--- config.mk ---
export PLATFORM = sky130hd
export DESIGN_NAME = pc_predict_unit
export DESIGN_NICKNAME = d
export VERILOG_FILES = /design/src/rtl/pc_predict_unit.sv
export SDC_FILE = /design/constraint.sdc
export NUM_CORES = 1
export LEC_CHECK = 0
export CORE_AREA = 2 2 133 135
export DETAILED_ROUTE_END_ITERATION = 8
export DIE_AREA = 0 0 135 137
export PLACE_DENSITY_LB_ADDON = 0.3
export SKIP_LAST_GASP = 1
export SYNTH_ARGS = -nofsm -noshare
export SYNTH_HDL_FRONTEND = slang
export SYNTH_SLANG_ARGS = --single-unit
export TNS_END_PERCENT = 30
--- constraint.sdc ---
create_clock -name clk -period 3.1 [get_ports clk]
set_input_delay 0.465 -clock clk [delete_from_list [all_inputs] [get_ports clk]]
set_output_delay 0.465 -clock clk [all_outputs]
set_load 0.01 [all_outputs]
--- src/rtl/pc_predict_unit.sv ---
// Next-fetch-PC predictor: jxx/call predicted taken, ret stalls until write-back,
// or with PC_PREDICT_RAS_EN defined a return-address stack plus an in-order ret check queue.
module pc_predict_unit #(
  parameter int unsigned       ADDR_W      = 64,
  parameter int unsigned       RET_Q_DEPTH = 4,
  parameter int unsigned       RAS_DEPTH   = 8,
  parameter logic [ADDR_W-1:0] RESET_PC    = '0
) (
  input  logic              clk,
  input  logic              rst_n,
  input  logic [3:0]        f_icode,
  input  logic [ADDR_W-1:0] f_valC,
  input  logic [ADDR_W-1:0] f_valP,
  input  logic              f_stall,
  input  logic [3:0]        m_icode,
  input  logic              m_cnd,
  input  logic [ADDR_W-1:0] m_valA,
  input  logic [3:0]        w_icode,
  input  logic [ADDR_W-1:0] w_valM,
  output logic [ADDR_W-1:0] f_pc,
  output logic              ret_stall,
  output logic              flush_jxx,
  output logic              flush_ret
);
  localparam logic [3:0] IC_JXX  = 4'd7;
  localparam logic [3:0] IC_CALL = 4'd8;
  localparam logic [3:0] IC_RET  = 4'd9;

  if (RAS_DEPTH < 2 || (RAS_DEPTH & (RAS_DEPTH - 1)) != 0) begin : g_bad_ras_depth
    $error("RAS_DEPTH must be a power of 2 and >= 2");
  end
  if (RET_Q_DEPTH < 2 || (RET_Q_DEPTH & (RET_Q_DEPTH - 1)) != 0) begin : g_bad_q_depth
    $error("RET_Q_DEPTH must be a power of 2 and >= 2");
  end

  logic [ADDR_W-1:0] pred_pc, pred_nxt, ras_top_addr;
  logic ret_pending, q_deq, pred_ret_miss, ret_can_predict;
  logic w_ret, pend_resolve, ret_redirect, jxx_redirect, redirect, fetch_go, fetch_ret;

  // A pending (unpredicted) ret resolves only once all older predicted rets have drained.
  assign w_ret        = (w_icode == IC_RET);
  assign pend_resolve = w_ret && !q_deq && ret_pending;
  assign ret_redirect = pred_ret_miss || pend_resolve;
  assign jxx_redirect = (m_icode == IC_JXX) && !m_cnd && !ret_redirect;
  assign redirect     = ret_redirect || jxx_redirect;
  assign fetch_go     = redirect || (!f_stall && !ret_pending);
  assign fetch_ret    = fetch_go && (f_icode == IC_RET);

  assign f_pc      = ret_redirect ? w_valM : (jxx_redirect ? m_valA : pred_pc);
  assign ret_stall = ret_pending;
  assign flush_jxx = jxx_redirect;
  assign flush_ret = pred_ret_miss;

  always_comb begin
    pred_nxt = f_valP;
    case (f_icode)
      IC_JXX, IC_CALL: pred_nxt = f_valC;
      IC_RET:          if (ret_can_predict) pred_nxt = ras_top_addr;
      default: ;
    endcase
  end

  always_ff @(posedge clk) begin
    if (!rst_n) begin
      pred_pc     <= RESET_PC;
      ret_pending <= 1'b0;
    end else begin
      if (fetch_go) pred_pc <= pred_nxt;
      if (fetch_ret && !ret_can_predict) ret_pending <= 1'b1;
      else if (redirect)                 ret_pending <= 1'b0;
    end
  end

`ifdef PC_PREDICT_RAS_EN
  localparam int unsigned     RAS_AW   = $clog2(RAS_DEPTH);
  localparam int unsigned     Q_AW     = $clog2(RET_Q_DEPTH);
  localparam logic [RAS_AW:0] RAS_FULL = (RAS_AW+1)'(RAS_DEPTH);
  localparam logic [Q_AW:0]   Q_FULL   = (Q_AW+1)'(RET_Q_DEPTH);

  logic [ADDR_W-1:0] ras_mem [RAS_DEPTH];
  logic [RAS_AW-1:0] ras_top;
  logic [RAS_AW:0]   ras_cnt, ras_cnt_base;
  logic [ADDR_W-1:0] q_mem [RET_Q_DEPTH];
  logic [Q_AW-1:0]   q_head, q_tail;
  logic [Q_AW:0]     q_cnt, q_cnt_base;
  logic              flush_all, ras_push, ras_pop;

  // Occupancy as seen by the instruction fetched this cycle: after W dequeue and any flush.
  assign q_deq           = w_ret && (q_cnt != '0);
  assign pred_ret_miss   = q_deq && (q_mem[q_head] != w_valM);
  assign flush_all       = pred_ret_miss || jxx_redirect;
  assign ras_cnt_base    = flush_all ? '0 : ras_cnt;
  assign q_cnt_base      = flush_all ? '0 : q_cnt - (Q_AW+1)'(q_deq);
  assign ret_can_predict = (ras_cnt_base != '0) && (q_cnt_base != Q_FULL);
  assign ras_top_addr    = ras_mem[ras_top];
  assign ras_push        = fetch_go && (f_icode == IC_CALL);
  assign ras_pop         = fetch_ret && ret_can_predict;

  // Circular stack: a push when full silently overwrites the oldest entry.
  always_ff @(posedge clk) begin
    if (!rst_n) begin
      ras_top <= '0;
      ras_cnt <= '0;
      q_head  <= '0;
      q_tail  <= '0;
      q_cnt   <= '0;
    end else begin
      if (ras_push) begin
        ras_top <= ras_top + RAS_AW'(1);
        ras_cnt <= (ras_cnt_base == RAS_FULL) ? RAS_FULL : ras_cnt_base + (RAS_AW+1)'(1);
      end else if (ras_pop) begin
        ras_top <= ras_top - RAS_AW'(1);
        ras_cnt <= ras_cnt_base - (RAS_AW+1)'(1);
      end else begin
        ras_cnt <= ras_cnt_base;
      end
      q_head <= flush_all ? q_tail : q_head + Q_AW'(q_deq);
      q_tail <= q_tail + Q_AW'(ras_pop);
      q_cnt  <= q_cnt_base + (Q_AW+1)'(ras_pop);
    end
  end

  always_ff @(posedge clk) begin
    if (ras_push) ras_mem[ras_top + RAS_AW'(1)] <= f_valP;
    if (ras_pop)  q_mem[q_tail] <= ras_top_addr;
  end
`else
  assign q_deq           = 1'b0;
  assign pred_ret_miss   = 1'b0;
  assign ret_can_predict = 1'b0;
  assign ras_top_addr    = '0;
`endif
endmodule
== Word-level counts from Yosys, hierarchy flattened ==
Index checks and enable logic that the tools add are counted.

* Equal/unequal tests: 5
* Multiplexer cells: 5
* Reductions and logical operators: 13

{| class="wikitable"
|+ Operators by type and width
! operator !! number
|-
| $mux 64 || 3
|-
| $eq 4x4->1 const B || 3
|-
| $eq 4x3->1 const B || 2
|-
| $logic_and 1x1->1 || 5
|-
| $logic_not 1->1 || 4
|-
| $logic_or 1x1->1 || 2
|-
| $mux 1 || 2
|-
| $reduce_bool 2->1 || 1
|-
| $reduce_or 2->1 || 1
|}

* Register bits after elaboration: 65
* Input bits: 272

== Logic depth before layout (Yosys ltp) ==
* Depth in word-level cells: 8
* Depth in mapped cells: 6
* Depth with buffers taken out: 4

== Least setup slack after synthesis ==
OpenSTA, ideal clock, no wires.

* Path type: input-to-output
* Start point: input m_cnd
* End point: output f_pc[24]
* Data arrival time: 1557 ps
* Required time: 2635 ps
* Setup slack: 1078 ps
* Stages: 6
* Path buffers: 2
* Cell sequence: and4bb_1 -> nand2_1 -> buf_2 -> buf_1 -> nand2_1 -> a31oi_1

* Word-level cells in the longest chain between the ends: 5

{| class="wikitable"
|+ Ends and longest elaborated chain
! what !! line !! text
|-
| start: declaration || 16 || <nowiki>input logic m_cnd,</nowiki>
|-
| $logic_not 1->1 || 44 || <nowiki>assign jxx_redirect = (m_icode == IC_JXX) && !m_cnd && !ret_redirect;</nowiki>
|-
| $logic_and 1x1->1 (2 in a row) || 44 ||
|-
| $mux 64 (2 in a row) || 49 || <nowiki>assign f_pc = ret_redirect ? w_valM : (jxx_redirect ? m_valA : pred_pc);</nowiki>
|-
| end: declaration || 20 || <nowiki>output logic [ADDR_W-1:0] f_pc,</nowiki>
|}

No other way between the ends.

== Final worst setup path ==
* Start point: input m_cnd
* End point: output f_pc[32]

Same word-level chain as after synthesis.

==> parameters.txt <==
Parameter                              Value

Power and ir drop
  Static leakage    3.92 nW
  Overall Power    0.00313 W
  Peak ir drop on the vdd network    0.236 mV
  Power per Cell Area    302 nW/um2

Setup path
  Cell family with most CP delay    buffers and inverters
  List of cells traversed by the critical path    clkdlybuf4s50_1 -> and4bb_1 -> and2_4 -> buf_12 -> nand2_1 -> a31oi_1 -> clkdlybuf4s50_1
  Data required time at the worst endpoint    2630 ps
  Sort of element at the end of the critical path    output port
  Library cell appearing most often on the critical path    clkdlybuf4s50_1
  Maximum fanout along the worst path    18
  Slowest cell on the critical path    clkdlybuf4s50_1
  Data arrival time of the critical path    2550 ps
  Critical path buffers and inverters    3
  Type of the worst setup path    in2out
  Crit-path max cell delay    580 ps
  Startpoint type of the worst setup path    input pin

Place
  Worst-case setup slack after placement    9.97 ps
  Count of port buffers added during placement    337
  Final HPWL from detailed placement    17.7 mm
  Placed Cells    1438
  Placed standard-cell area    10100 um2
  Routability cong.    0.789

Detailed routing
  Via density    5.81
  Number of nets still failing antenna checks after routing    0
  Mean routed wirelength per cell    17.9 um
  Violation count after the first detailed-routing iteration    599
  DRC Markers    0
  DRT Wirelength    26.0 mm
  First-pass iteration count of the detailed router    6
  Vias    8451

Global route
  Total overflow reported by the global router    0
  Global-route wire length before repair    39.7 mm
  Antenna violations before repair    0
  Number of global-route vias before repair    7647
  Pin count of the biggest net entering global routing    194
  Global-route usage over all layers    26.7%

Clock tree
  Clock insertion delay at the later pin of the skew report    340 ps
  Htree depth    3
  Clock net sink count    65
  Post_cts resized    0
  Hold bufs inserted after CTS    0
  Number of buffers inserted during clock tree synthesis    9
  Post-CTS setup buffers    0
  Clock tree from TritonCTS    built
  Maximum root-to-sink buffer count    2
  Clk slew on worst S/H paths    50 ps
  CTS Root Cell    clkbuf_16

Run status
  Status    finished, final reports clean

Layout
  Count of filler cells inserted in the layout    1572
  Finished Cell Area    10400 um2
  NumNets Final    1496
  Area of combinational cells with multiple inputs    4590 um2
  Finished Layout Cells    1454
  Area grow syn2layout    54.0%
  Most common cell after layout, fill and taps aside    clkdlybuf4s50_1
  Sequential cell area    1300 um2
  Number of diodes added for antenna fixing    0
  Fraction of final layout cells sized beyond drive strength 1    6.27%
  Top library cells by usage in the layout, fill and taps aside    332 x clkdlybuf4s50_1, 130 x nand2_1, 129 x nor2_1

Timing
  Final worst-path setup slack    83.4 ps
  Fmax    0.331 GHz
  Fin. max-slew vios    0
  Post-Route Setup TNS    0 ps
  RSZ-0062 raised after global routing    no
  Final clock skew    3.67 ps
  Relative slew slack    39.8%
  Number of setup violations in the final report    0
  Final worst path period share    97.3%
  Slew at the pin with the worst max-slew slack    899 ps
  Hold Fails Final Rpt    0
  Clock period minus final worst setup slack    3020 ps

Min path
  Hold Path Class    reg2reg

Die
  Core ar.    17100 um2
  Area enclosed by the die boundary    18500 um2
  Starting Density    39.5%
  Number of top-level design ports    339
  Number of placement rows    48
  Floorplan die width    135 um
  Die extent in y    137 um

Logic synthesis
  Cell area after synthesis    6740 um2
  Sequential element share of the synthesized area    19.3%
  Mean area per synthesized cell    6.90 um2
  Number of flip-flops and latches in the synthesized netlist    65
  Yosys warnings    0
  Cell count after synthesis    977
  Syn Nets    1249
  Number of distinct library cells after synthesis    30

Job
  Number of max-capacitance violations reported    0
## layer usage
| layer | track usage (%) | share of wire [%] | up-vias |
|---|---|---|---|
| met5 | 0 | 0 | - |
| met4 | 8.45 | 1.7 | 0 |
| met3 | 4.96 | 7.5 | 29 |
| met2 | 46.5 | 49 | 314 |
| met1 | 33.2 | 42 | 3935 |
| li1 | - | - | 4173 |
## report_power, final
group	leakage, nW	internal [W]	total [W]	switching (W)
Combinational	3.24	0.000709	0.00123	0.000519
Clock	0.139	0.000581	0.000958	0.000377
Sequential	0.540	0.000910	0.000948	0.0000378
Total	3.92	0.00220	0.00313	0.000933
## cell type report
class                   count  share of cell area, %
repair buffers            362                   35.5
clock inverters             3                  0.145
inverters                  64                   2.32
multi-input cells         722                   44.3
clock buffers              13                   2.51
well taps                 225                   2.71
flip-flops and latches     65                   12.5
## tightest hold or removal path, stage by stage, from the launching register on
cell and delay [ps]:
dfxtp_1 320, o41ai_1 80, a21oi_1 100
## path summary, 6_finish.rpt
check	from	to	slack, ps	cells after the start
hold reg to reg	pred_pc[17]$_SDFFE_PN0P_	pred_pc[17]$_SDFFE_PN0P_	530	2
hold / removal	pred_pc[17]$_SDFFE_PN0P_	pred_pc[17]$_SDFFE_PN0P_	530	2
setup / recovery	m_cnd	f_pc[32]	80	7
setup reg to reg	ret_stall$_SDFFE_PN0P_	pred_pc[4]$_SDFFE_PN0P_	1210	6
## flip-flops by register name, summed over array words and instances (netlist names)
signal and cells:
pred_pc 64, ret_stall 1
## logic make-up after synthesis
logic type	after synthesis	share of synthesized area, %
AO/OA/AOI/OAI	387	42.5
AND/OR/NAND/NOR	334	25.1
buffers and inverters	190	13.0
flip-flops	65	19.3
other	1	0.0557
## cell usage after synthesis, drive strengths merged
master | count | area share, %
a21oi | 64 | 5.4
a2bb2oi | 64 | 8.3
a31oi | 65 | 6.0
a41o | 1 | 0.15
and2 | 1 | 0.093
and3 | 1 | 0.093
and4bb | 2 | 0.37
buf | 58 | 5.6
clkbuf | 68 | 3.8
conb | 1 | 0.056
dfxtp | 65 | 19
inv | 64 | 3.6
nand2 | 131 | 7.3
nand3 | 1 | 0.074
nor2 | 130 | 7.2
nor2b | 2 | 0.19
nor4bb | 64 | 9.5
o21ai | 65 | 5.0
o221ai | 64 | 9.3
o41ai | 64 | 8.3
or3 | 1 | 0.093
or3b | 1 | 0.17
## per-stage QoR
step                      hold WS, ps  util (%)
after detailed placement          520      59.2
after global placement            512      59.2
after global routing              540      60.8
after CTS                         532      60.8
final                             533      60.8
after floorplan                   501         -
Note: power is estimated with default switching activity, not from simulation.
